==> src/rtl/seq_chunk_adder_pkg.sv <==
// -----------------------------------------------------------------------------
// adder_pkg
// Shared definitions for the sequential chunked adder:
//   - state_e     : FSM states IDLE / RUN / DONE
//   - MODE_ADD/SUB: encodings of the 'sub' input
//   - WIDTH_DEF / CHUNK_DEF : default operand width and slice width
//   - ovf_calc()  : two's-complement overflow from the three sign bits
// No ports (package).
// -----------------------------------------------------------------------------
package adder_pkg;

    typedef enum logic [1:0] {
        IDLE = 2'd0,
        RUN  = 2'd1,
        DONE = 2'd2
    } state_e;

    localparam logic MODE_ADD = 1'b0;
    localparam logic MODE_SUB = 1'b1;

    localparam int WIDTH_DEF = 32;
    localparam int CHUNK_DEF = 8;

    // Overflow occurs when both addends share a sign that the result does not.
    // b_msb must be the sign of the operand actually added (inverted for sub).
    function automatic logic ovf_calc(input logic a_msb,
                                      input logic b_msb,
                                      input logic z_msb);
        return (a_msb == b_msb) && (z_msb != a_msb);
    endfunction

endpackage

==> src/rtl/seq_chunk_adder_chunk_add.sv <==
// -----------------------------------------------------------------------------
// chunk_add
// Combinational CHUNK-bit adder with carry in and carry out.
// Ports:
//   a, b : CHUNK-bit addends
//   ci   : carry in
//   s    : CHUNK-bit sum
//   co   : carry out (bit CHUNK of the CHUNK+1-bit sum)
// -----------------------------------------------------------------------------
module chunk_add #(
    parameter int CHUNK = 8
) (
    input  logic [CHUNK-1:0] a,
    input  logic [CHUNK-1:0] b,
    input  logic             ci,
    output logic [CHUNK-1:0] s,
    output logic             co
);

    logic [CHUNK:0] sum_w;

    always_comb begin
        sum_w = {1'b0, a} + {1'b0, b} + {{CHUNK{1'b0}}, ci};
        s     = sum_w[CHUNK-1:0];
        co    = sum_w[CHUNK];
    end

endmodule

==> src/rtl/seq_chunk_adder.sv <==
// -----------------------------------------------------------------------------
// seq_chunk_adder
// Multi-cycle adder/subtractor: processes CHUNK bits per clock, carrying
// between slices in a register, with valid/ready on input and output.
// Ports:
//   clk, reset          : clock, synchronous active-high reset
//   in_valid / in_ready : input handshake (accepted only in IDLE)
//   a, b, cin, sub      : operands, carry-in (ignored for sub), mode
//   out_valid/out_ready : output handshake (result held in DONE)
//   z, cout, ovf        : result, MSB carry (1 = no borrow on sub), overflow
// -----------------------------------------------------------------------------
module seq_chunk_adder
    import adder_pkg::*;
#(
    parameter int WIDTH = WIDTH_DEF,
    parameter int CHUNK = CHUNK_DEF
) (
    input  logic             clk,
    input  logic             reset,
    input  logic             in_valid,
    output logic             in_ready,
    input  logic [WIDTH-1:0] a,
    input  logic [WIDTH-1:0] b,
    input  logic             cin,
    input  logic             sub,
    output logic             out_valid,
    input  logic             out_ready,
    output logic [WIDTH-1:0] z,
    output logic             cout,
    output logic             ovf
);

    localparam int NCHUNK = (CHUNK < 1) ? 1 : WIDTH / CHUNK;
    localparam int IDX_W  = (NCHUNK > 1) ? $clog2(NCHUNK) : 1;
    localparam logic [IDX_W-1:0] LAST_IDX = IDX_W'(NCHUNK - 1);

    if (CHUNK < 1) begin : g_bad_chunk
        $error("seq_chunk_adder: CHUNK must be at least 1");
    end else if (WIDTH % CHUNK != 0) begin : g_bad_width
        $error("seq_chunk_adder: WIDTH must be a multiple of CHUNK");
    end

    state_e             state_q, state_d;
    logic [IDX_W-1:0]   idx_q,   idx_d;
    logic               carry_q, carry_d;
    logic [WIDTH-1:0]   a_q,     a_d;
    logic [WIDTH-1:0]   b_q,     b_d;     // already inverted for subtraction
    logic [WIDTH-1:0]   z_q,     z_d;
    logic               cout_q,  cout_d;
    logic               ovf_q,   ovf_d;

    logic [CHUNK-1:0]   a_slice;
    logic [CHUNK-1:0]   b_slice;
    logic [CHUNK-1:0]   sum_slice;
    logic               sum_co;

    // Select the operand slice addressed by idx_q.
    always_comb begin
        a_slice = '0;
        b_slice = '0;
        for (int i = 0; i < NCHUNK; i++) begin
            if (idx_q == IDX_W'(i)) begin
                a_slice = a_q[i*CHUNK +: CHUNK];
                b_slice = b_q[i*CHUNK +: CHUNK];
            end
        end
    end

    chunk_add #(
        .CHUNK (CHUNK)
    ) u_chunk_add (
        .a  (a_slice),
        .b  (b_slice),
        .ci (carry_q),
        .s  (sum_slice),
        .co (sum_co)
    );

    always_comb begin
        state_d = state_q;
        idx_d   = idx_q;
        carry_d = carry_q;
        a_d     = a_q;
        b_d     = b_q;
        z_d     = z_q;
        cout_d  = cout_q;
        ovf_d   = ovf_q;

        case (state_q)
            IDLE: begin
                if (in_valid) begin
                    a_d     = a;
                    idx_d   = '0;
                    z_d     = '0;
                    state_d = RUN;
                    // Subtraction is a + ~b + 1: the +1 rides in on the carry.
                    if (sub == MODE_SUB) begin
                        b_d     = ~b;
                        carry_d = 1'b1;
                    end else begin
                        b_d     = b;
                        carry_d = cin;
                    end
                end
            end
            RUN: begin
                for (int i = 0; i < NCHUNK; i++) begin
                    if (idx_q == IDX_W'(i)) begin
                        z_d[i*CHUNK +: CHUNK] = sum_slice;
                    end
                end
                carry_d = sum_co;
                idx_d   = idx_q + IDX_W'(1);
                if (idx_q == LAST_IDX) begin
                    // The top slice's sum MSB is the result sign bit.
                    cout_d  = sum_co;
                    ovf_d   = ovf_calc(a_q[WIDTH-1], b_q[WIDTH-1], sum_slice[CHUNK-1]);
                    idx_d   = '0;
                    state_d = DONE;
                end
            end
            DONE: begin
                if (out_ready) begin
                    state_d = IDLE;
                end
            end
            default: begin
                state_d = IDLE;
            end
        endcase
    end

    always_ff @(posedge clk) begin
        if (reset) begin
            state_q <= IDLE;
            idx_q   <= '0;
            carry_q <= 1'b0;
            a_q     <= '0;
            b_q     <= '0;
            z_q     <= '0;
            cout_q  <= 1'b0;
            ovf_q   <= 1'b0;
        end else begin
            state_q <= state_d;
            idx_q   <= idx_d;
            carry_q <= carry_d;
            a_q     <= a_d;
            b_q     <= b_d;
            z_q     <= z_d;
            cout_q  <= cout_d;
            ovf_q   <= ovf_d;
        end
    end

    assign in_ready  = (state_q == IDLE);
    assign out_valid = (state_q == DONE);
    assign z         = z_q;
    assign cout      = cout_q;
    assign ovf       = ovf_q;

endmodule

==> config.mk <==
export PLATFORM = sky130hd
export DESIGN_NAME = seq_chunk_adder
export DESIGN_NICKNAME = d
export VERILOG_FILES = /design/src/rtl/seq_chunk_adder_pkg.sv /design/src/rtl/seq_chunk_adder_chunk_add.sv /design/src/rtl/seq_chunk_adder.sv
export SDC_FILE = /design/constraint.sdc
export NUM_CORES = 1
export LEC_CHECK = 0
export ABC_AREA = 1
export CORE_MARGIN = 2
export CORE_UTILIZATION = 39
export DETAILED_ROUTE_END_ITERATION = 10
export PLACE_DENSITY_LB_ADDON = 0.12
export SKIP_LAST_GASP = 1
export SLEW_MARGIN = 20
export SYNTH_ARGS = -nofsm -noshare
export SYNTH_HDL_FRONTEND = slang
export SYNTH_SLANG_ARGS = --single-unit
==> constraint.sdc <==
create_clock -name clk -period 3.52 [get_ports clk]
set_input_delay 0.704 -clock clk [delete_from_list [all_inputs] [get_ports clk]]
set_output_delay 0.704 -clock clk [all_outputs]
set_load 0.03 [all_outputs]
# After elaboration in Yosys (flattened, before gate mapping)
# Index checks and enable logic that the tools add are counted.
dict set report totals {
  out_inout_bits 36
  input_bits 70
  regBits 103
  wordCells 65
}
dict set report classes {
  bitwise_logic 1
  eq_ne 13
  mux 25
  add_sub_neg 3
  reduce_logical 12
}
# operator n
set ops {}
lappend ops {{2-to-1 mux 8 bit} 12}
lappend ops {{2-to-1 mux 32 bit} 2}
lappend ops {{one-hot mux 32 bit (2 select lines)} 1}
lappend ops {{inverter 32 bit} 1}
lappend ops {{AND reduction 3 bit} 5}
lappend ops {{2-to-1 mux 2 bit} 5}
lappend ops {{!= test 2 bit, second input constant} 5}
lappend ops {{adder 8 x 8 -> 9 bit} 1}
lappend ops {{adder 9 x 1 -> 9 bit} 1}
lappend ops {{== test 2 bit, second input constant} 3}
lappend ops {{one-hot mux 2 bit (3 select lines)} 1}
lappend ops {{AND reduction 2 bit} 3}
lappend ops {{== test 2 x 1 -> 1 bit, second input constant} 2}
lappend ops {{zero test 2 bit} 2}
lappend ops {{one-hot mux 2 bit (2 select lines)} 1}
lappend ops {{adder 2 x 1 -> 2 bit, second input constant} 1}
lappend ops {{2-to-1 mux 1 bit} 2}
lappend ops {{!= test 2 x 1 -> 1 bit, second input constant} 1}
lappend ops {{one-hot mux 1 bit (2 select lines)} 1}
lappend ops {{nonzero test 2 bit} 1}
lappend ops {{== test 1 bit} 1}
lappend ops {{logical AND 1 bit} 1}
lappend ops {{!= test 1 bit} 1}

# Longest topological paths before layout
dict set report depth {
  depth_word 9
  depth_mapped 19
  mapped_depth_nobuf 19
}

# By module
# Synthesis repeated with hierarchy kept, for this count alone.
dict set report unflattened {
  hier_cells 707
  hier_area_um2 5114.9
}
# mod area_per_inst_um2 instances cells_per_inst seq_area_each_um2
set by_module_without_submodules {}
lappend by_module_without_submodules {seq_chunk_adder 4730.8 1 648 2062.0}
lappend by_module_without_submodules {chunk_add 384.1 1 59 0.0}

# Worst setup path after synthesis
# No wires, ideal clock.
dict set report synth_timing {
  path_kind {reg-to-reg}
  startpoint {register idx_q[0]}
  endpoint {register carry_q}
  setup_ps 72
  path_slack_ps 675
  t_required_ps 3448
  t_arrival_ps 2774
  path_buffers 2
  period_less_slack_ps 2845
  path_stages_with_launch 17
  path_cell_list {dfxtp_1 > ha_1 > inv_1 > clkbuf_1 > clkbuf_1 > o21ai_0 > fa_1 > fa_1 > inv_1 > nand3_1 > nand2_1 > nand2_1 > nand2_1 > nand3_1 > nand2_1 > nand2_1 > a21oi_1}
}
dict set report synth_via {
  elab_chain_len 8
  word_cells_on_any_way 15
  classes_between {add/sub: 2; eq/ne: 3; mux: 9; reduce/logical: 1}
}
# element line
set synth_rtl {}
lappend synth_rtl {{start: declaration} seq_chunk_adder.sv:44} ;# logic [IDX_W-1:0] idx_q, idx_d;
lappend synth_rtl {{start signal: assignment} seq_chunk_adder.sv:145} ;# idx_q <= idx_d;
lappend synth_rtl {{zero test 2 bit} seq_chunk_adder.sv:62} ;# if (idx_q == IDX_W'(i)) begin
lappend synth_rtl {{2-to-1 mux 8 bit (4 in series)} seq_chunk_adder.sv:62}
lappend synth_rtl {{adder 8 x 8 -> 9 bit *} seq_chunk_adder_chunk_add.sv:23} ;# sum_w = {1'b0, a} + {1'b0, b} + {{CHUNK{1'b0}}, ci};
lappend synth_rtl {{adder 9 x 1 -> 9 bit *} seq_chunk_adder_chunk_add.sv:23}
lappend synth_rtl {{one-hot mux 1 bit (2 select lines) *} seq_chunk_adder.sv:89} ;# case (state_q)
lappend synth_rtl {{end signal: assignment} seq_chunk_adder.sv:146} ;# carry_q <= carry_d;
lappend synth_rtl {{end: declaration} seq_chunk_adder.sv:45} ;# logic carry_q, carry_d;
# Every way passes the cells marked *; elsewhere a longest branch is shown, timed or not.
# A chain may end at the register's enable or synchronous reset.

# Worst setup path in the final report
dict set report layout_timing {
  startpoint {register idx_q[1]}
  endpoint {register carry_q}
}
# The elaborated chain is that of the path after synthesis.

==> impl_metrics.env <==
export IMPL_status="completed"
export IMPL_die_x_um=115.7
export IMPL_die_y_um=115.7
export IMPL_clkSinkCount=103
export IMPL_drive_above_1_share=0.07713
export IMPL_grt_max_degree=49
export IMPL_ys_warnings_count=0
export IMPL_clk_latency_ps=340
export IMPL_place_hpwl_mm=9.308
export IMPL_p_sw_frac=0.3072
export IMPL_final_setup_viol_count=0
export IMPL_yosysTopAreaCell="dfxtp_1"
export IMPL_min_delay_start="b_q[28]$_SDFFE_PP0P_"
export IMPL_cap_violations=0
export IMPL_p_int_w=0.002062
export IMPL_path_clk_slew_ps=70
export IMPL_fin_setup_tns_ps=0
export IMPL_crit_path_end_kind="register"
export IMPL_power_frac_seq=0.442
export IMPL_startpoint="idx_q[1]$_SDFFE_PP0P_"
export IMPL_slew_headroom=0.3941
export IMPL_hold_class="reg2reg"
export IMPL_gp_congestion=0.8828
export IMPL_synth_nets=718
export IMPL_pwr_density_cell_nw_per_um2=472.7
export IMPL_hold_viol=0
export IMPL_route_detailed_drc=0
export IMPL_grt_overflow=0
export IMPL_criticalPathCategory="reg2reg"
export IMPL_clockPowerShare=0.323
export IMPL_initial_core_util=0.4014
export IMPL_reg2reg_depth=19
export IMPL_clk_path_buf_depth=2
export IMPL_cts_root_buffer="clkbuf_16"
export IMPL_busiest_layer="met2"
export IMPL_syn_area_um2=4862
export IMPL_cp_data_arrival_time_ps=3420
export IMPL_rrSetupSlack_ps=370
export IMPL_via_per_inst=4.861
export IMPL_slew_violations=0
export IMPL_ys_seq_area_frac=0.4241
export IMPL_finalWirelength_mm=12.51
export IMPL_power_leakage_nw=2.515
export IMPL_vias=4346
export IMPL_synth_async_sr_flop_share=0
export IMPL_r2r_end="carry_q$_SDFFE_PP0P_"
export IMPL_synthFlopType="dfxtp_1"
export IMPL_use_met1=0.2564
export IMPL_drt_pass1_iter_count=4
export IMPL_start_kind="register"
export IMPL_wl_per_cell_um=13.99
export IMPL_whs_path_depth=2
export IMPL_finClkSkew_ps=6.291
export IMPL_finalCoreUtilization=0.5199
export IMPL_antenna_found_initial=0
export IMPL_fp_coreArea_um2=12110
export IMPL_netlist_area_leader_share=0.4241
export IMPL_rr_startpoint="idx_q[1]$_SDFFE_PP0P_"
export IMPL_placed_cells=878
export IMPL_worst_pin_slew_ps=908.8
export IMPL_grt_usage=0.1941
export IMPL_port_buffers=105
export IMPL_ys_types=38
export IMPL_period_share=0.8949
export IMPL_use_met3=0.02667
export IMPL_p_sw_w=0.0009145
export IMPL_num_rows=40
export IMPL_dieArea_um2=13380
export IMPL_crit_required_ps=3790
export IMPL_postLayoutCellArea_um2=6297
export IMPL_placed_cell_area_um2=5997
export IMPL_crit_fanout=11
export IMPL_min_to="b_q[28]$_SDFFE_PP0P_"
export IMPL_rsz0062_at_grt="no"
export IMPL_p_comb_frac=0.235
export IMPL_htreeDepth=3
export IMPL_met2_usage=0.3259
export IMPL_grt_pass1_vias=4288
export IMPL_max_vdd_ir_drop_uv=244.0
export IMPL_drtIter0Drc=276
export IMPL_cts_made_buffers=9
export IMPL_final_cells=894
export IMPL_synth_edff_count=0
export IMPL_antenna_cells=0
export IMPL_ys_seq_elements=103
export IMPL_synth_area_leaders="dfxtp_1 (42%), o21ai_0 (10%), a21oi_1 (8.1%)"
export IMPL_antenna_left=0
export IMPL_layout_nets=804
export IMPL_grt_pass1_wl_mm=20.49
export IMPL_layout_min_cycle_time_ps=3150
export IMPL_cts_hold_buf=0
export IMPL_cts_tree="yes"
export IMPL_clock_fmax_mhz=317.5
export IMPL_syn_inst=635
export IMPL_syn_area_per_cell_um2=7.657
export IMPL_io_pins=106
export IMPL_area_growth_pct=29.52
-- how the worst max path moves through the flow --
| stage | end | slack [ps] | cells after the start |
|---|---|---|---|
| after global placement | z[14]$_SDFFE_PP0P_ | 370 | 18 |
| final | carry_q$_SDFFE_PP0P_ | 370 | 19 |
| after floorplan | carry_q$_SDFFE_PP0P_ | 670 | 16 |
| after global routing | z[14]$_SDFFE_PP0P_ | 40 | 18 |
| after CTS | z[14]$_SDFFE_PP0P_ | 190 | 18 |
| after detailed placement | z[14]$_SDFFE_PP0P_ | 230 | 18 |
-- cell usage in the layout (no fill, tap or decap), drive strengths merged --
master / n
a211oi: 6
clkinv: 4
o21bai: 1
o22ai: 6
o21a: 4
buf: 12
fa: 2
nand3b: 1
o211ai: 2
nand4: 1
xor2: 26
a22o: 3
a22oi: 6
nand2: 54
nand3: 15
clkbuf: 10
clkdlybuf4s50: 104
ha: 11
inv: 63
a21oi: 84
dfxtp: 103
nor2: 91
xnor2: 6
or2: 1
o21ai: 110
-- worst max-delay path, cell delays in order (launching register included) --
cell and delay, ps:
dfxtp_1 370, inv_1 80, ha_2 260, inv_2 150
nand2_1 130, inv_4 120, a22oi_1 70, o21ai_0 150
o21ai_0 140, fa_1 460, fa_1 380, inv_1 90
nand3_1 70, nand2_1 120, nand2_1 80, nand2_1 90
nand3_1 70, nand2_1 80, nand2_1 50, a21oi_1 110
-- area by class of cell --
class / count / area (um^2)
clock inverters: 6 / 51.30
well taps: 168 / 210.2
repair buffers: 116 / 1129
multi-input cells: 430 / 2372
inverters: 61 / 234.0
flip-flops and latches: 103 / 2062
clock buffers: 10 / 239.0
fillers: 1180 / 5814
-- logic make-up (layout without fill, tap and decap cells) --
| group | after synthesis | count (layout) | share of synthesized area |
|---|---|---|---|
| compound gates | 222 | 222 | 0.2486 |
| xor+xnor | 32 | 32 | 0.05764 |
| fa+ha+maj | 13 | 13 | 0.03654 |
| buf+inv | 102 | 193 | 0.08955 |
| flops | 103 | 103 | 0.4241 |
| simple gates | 163 | 163 | 0.1436 |
-- stage by stage --
| step | power (W) | worst slack [ps] | hold WS [ps] |
|---|---|---|---|
| detailed placement | 0.002038 | 227.0 | 445.1 |
| global placement | 0.002024 | 374.8 | 438.3 |
| finish | 0.002976 | 370.0 | 452.8 |
| global route | 0.003144 | 35.59 | 488.5 |
| floorplan | 0.001781 | 674.7 | 424.5 |
| CTS | 0.003005 | 189.9 | 454.7 |
-- synthesized netlist by cell type (4+ instances only) --
library cell	n
dfxtp_1	103
o21ai_0	102
nor2_1	86
a21oi_1	79
inv_1	55
nand2_1	49
xor2_1	26
clkbuf_1	18
buf_2	16
nand3_1	14
ha_1	11
a22oi_1	6
o21ai_1	6
o22ai_1	6
xnor2_1	6
a211oi_1	5
a21oi_2	5
inv_2	5
buf_4	4
o21a_1	4
-- registers in the layout, summed over array words and instances (netlist names) --
| register | flops |
|---|---|
| ovf | 1 |
| b_q | 32 |
| idx_q | 2 |
| cout | 1 |
| z | 32 |
| a_q | 32 |
| carry_q | 1 |
| state_q | 2 |
-- repair_timing --
| action | CTS | global route |
|---|---|---|
| setup endpoints to repair | 0 | 13 |
| gates resized for setup | 0 | 3 |
| setup buffers | 0 | 0 |
-- power by group through the flow --
stage          clock [W]  combinational, W  sequential (W)
6_report        0.000963          0.000700         0.00131
3_3_place_gp           0          0.000683         0.00134
3_5_place_dp           0          0.000696         0.00134
5_1_grt          0.00104          0.000777         0.00132
4_1_cts         0.000990          0.000701         0.00132
2_1_floorplan          0          0.000395         0.00139
-- layer usage --
metal	vias up	routed length, um	part of all wire
met5	-	0	0
met3	17	502	0.040
met4	0	218	0.017
met1	1965	5860	0.47
li1	2268	-	-
met2	96	5926	0.47
Power figures use the tool's default switching activity.
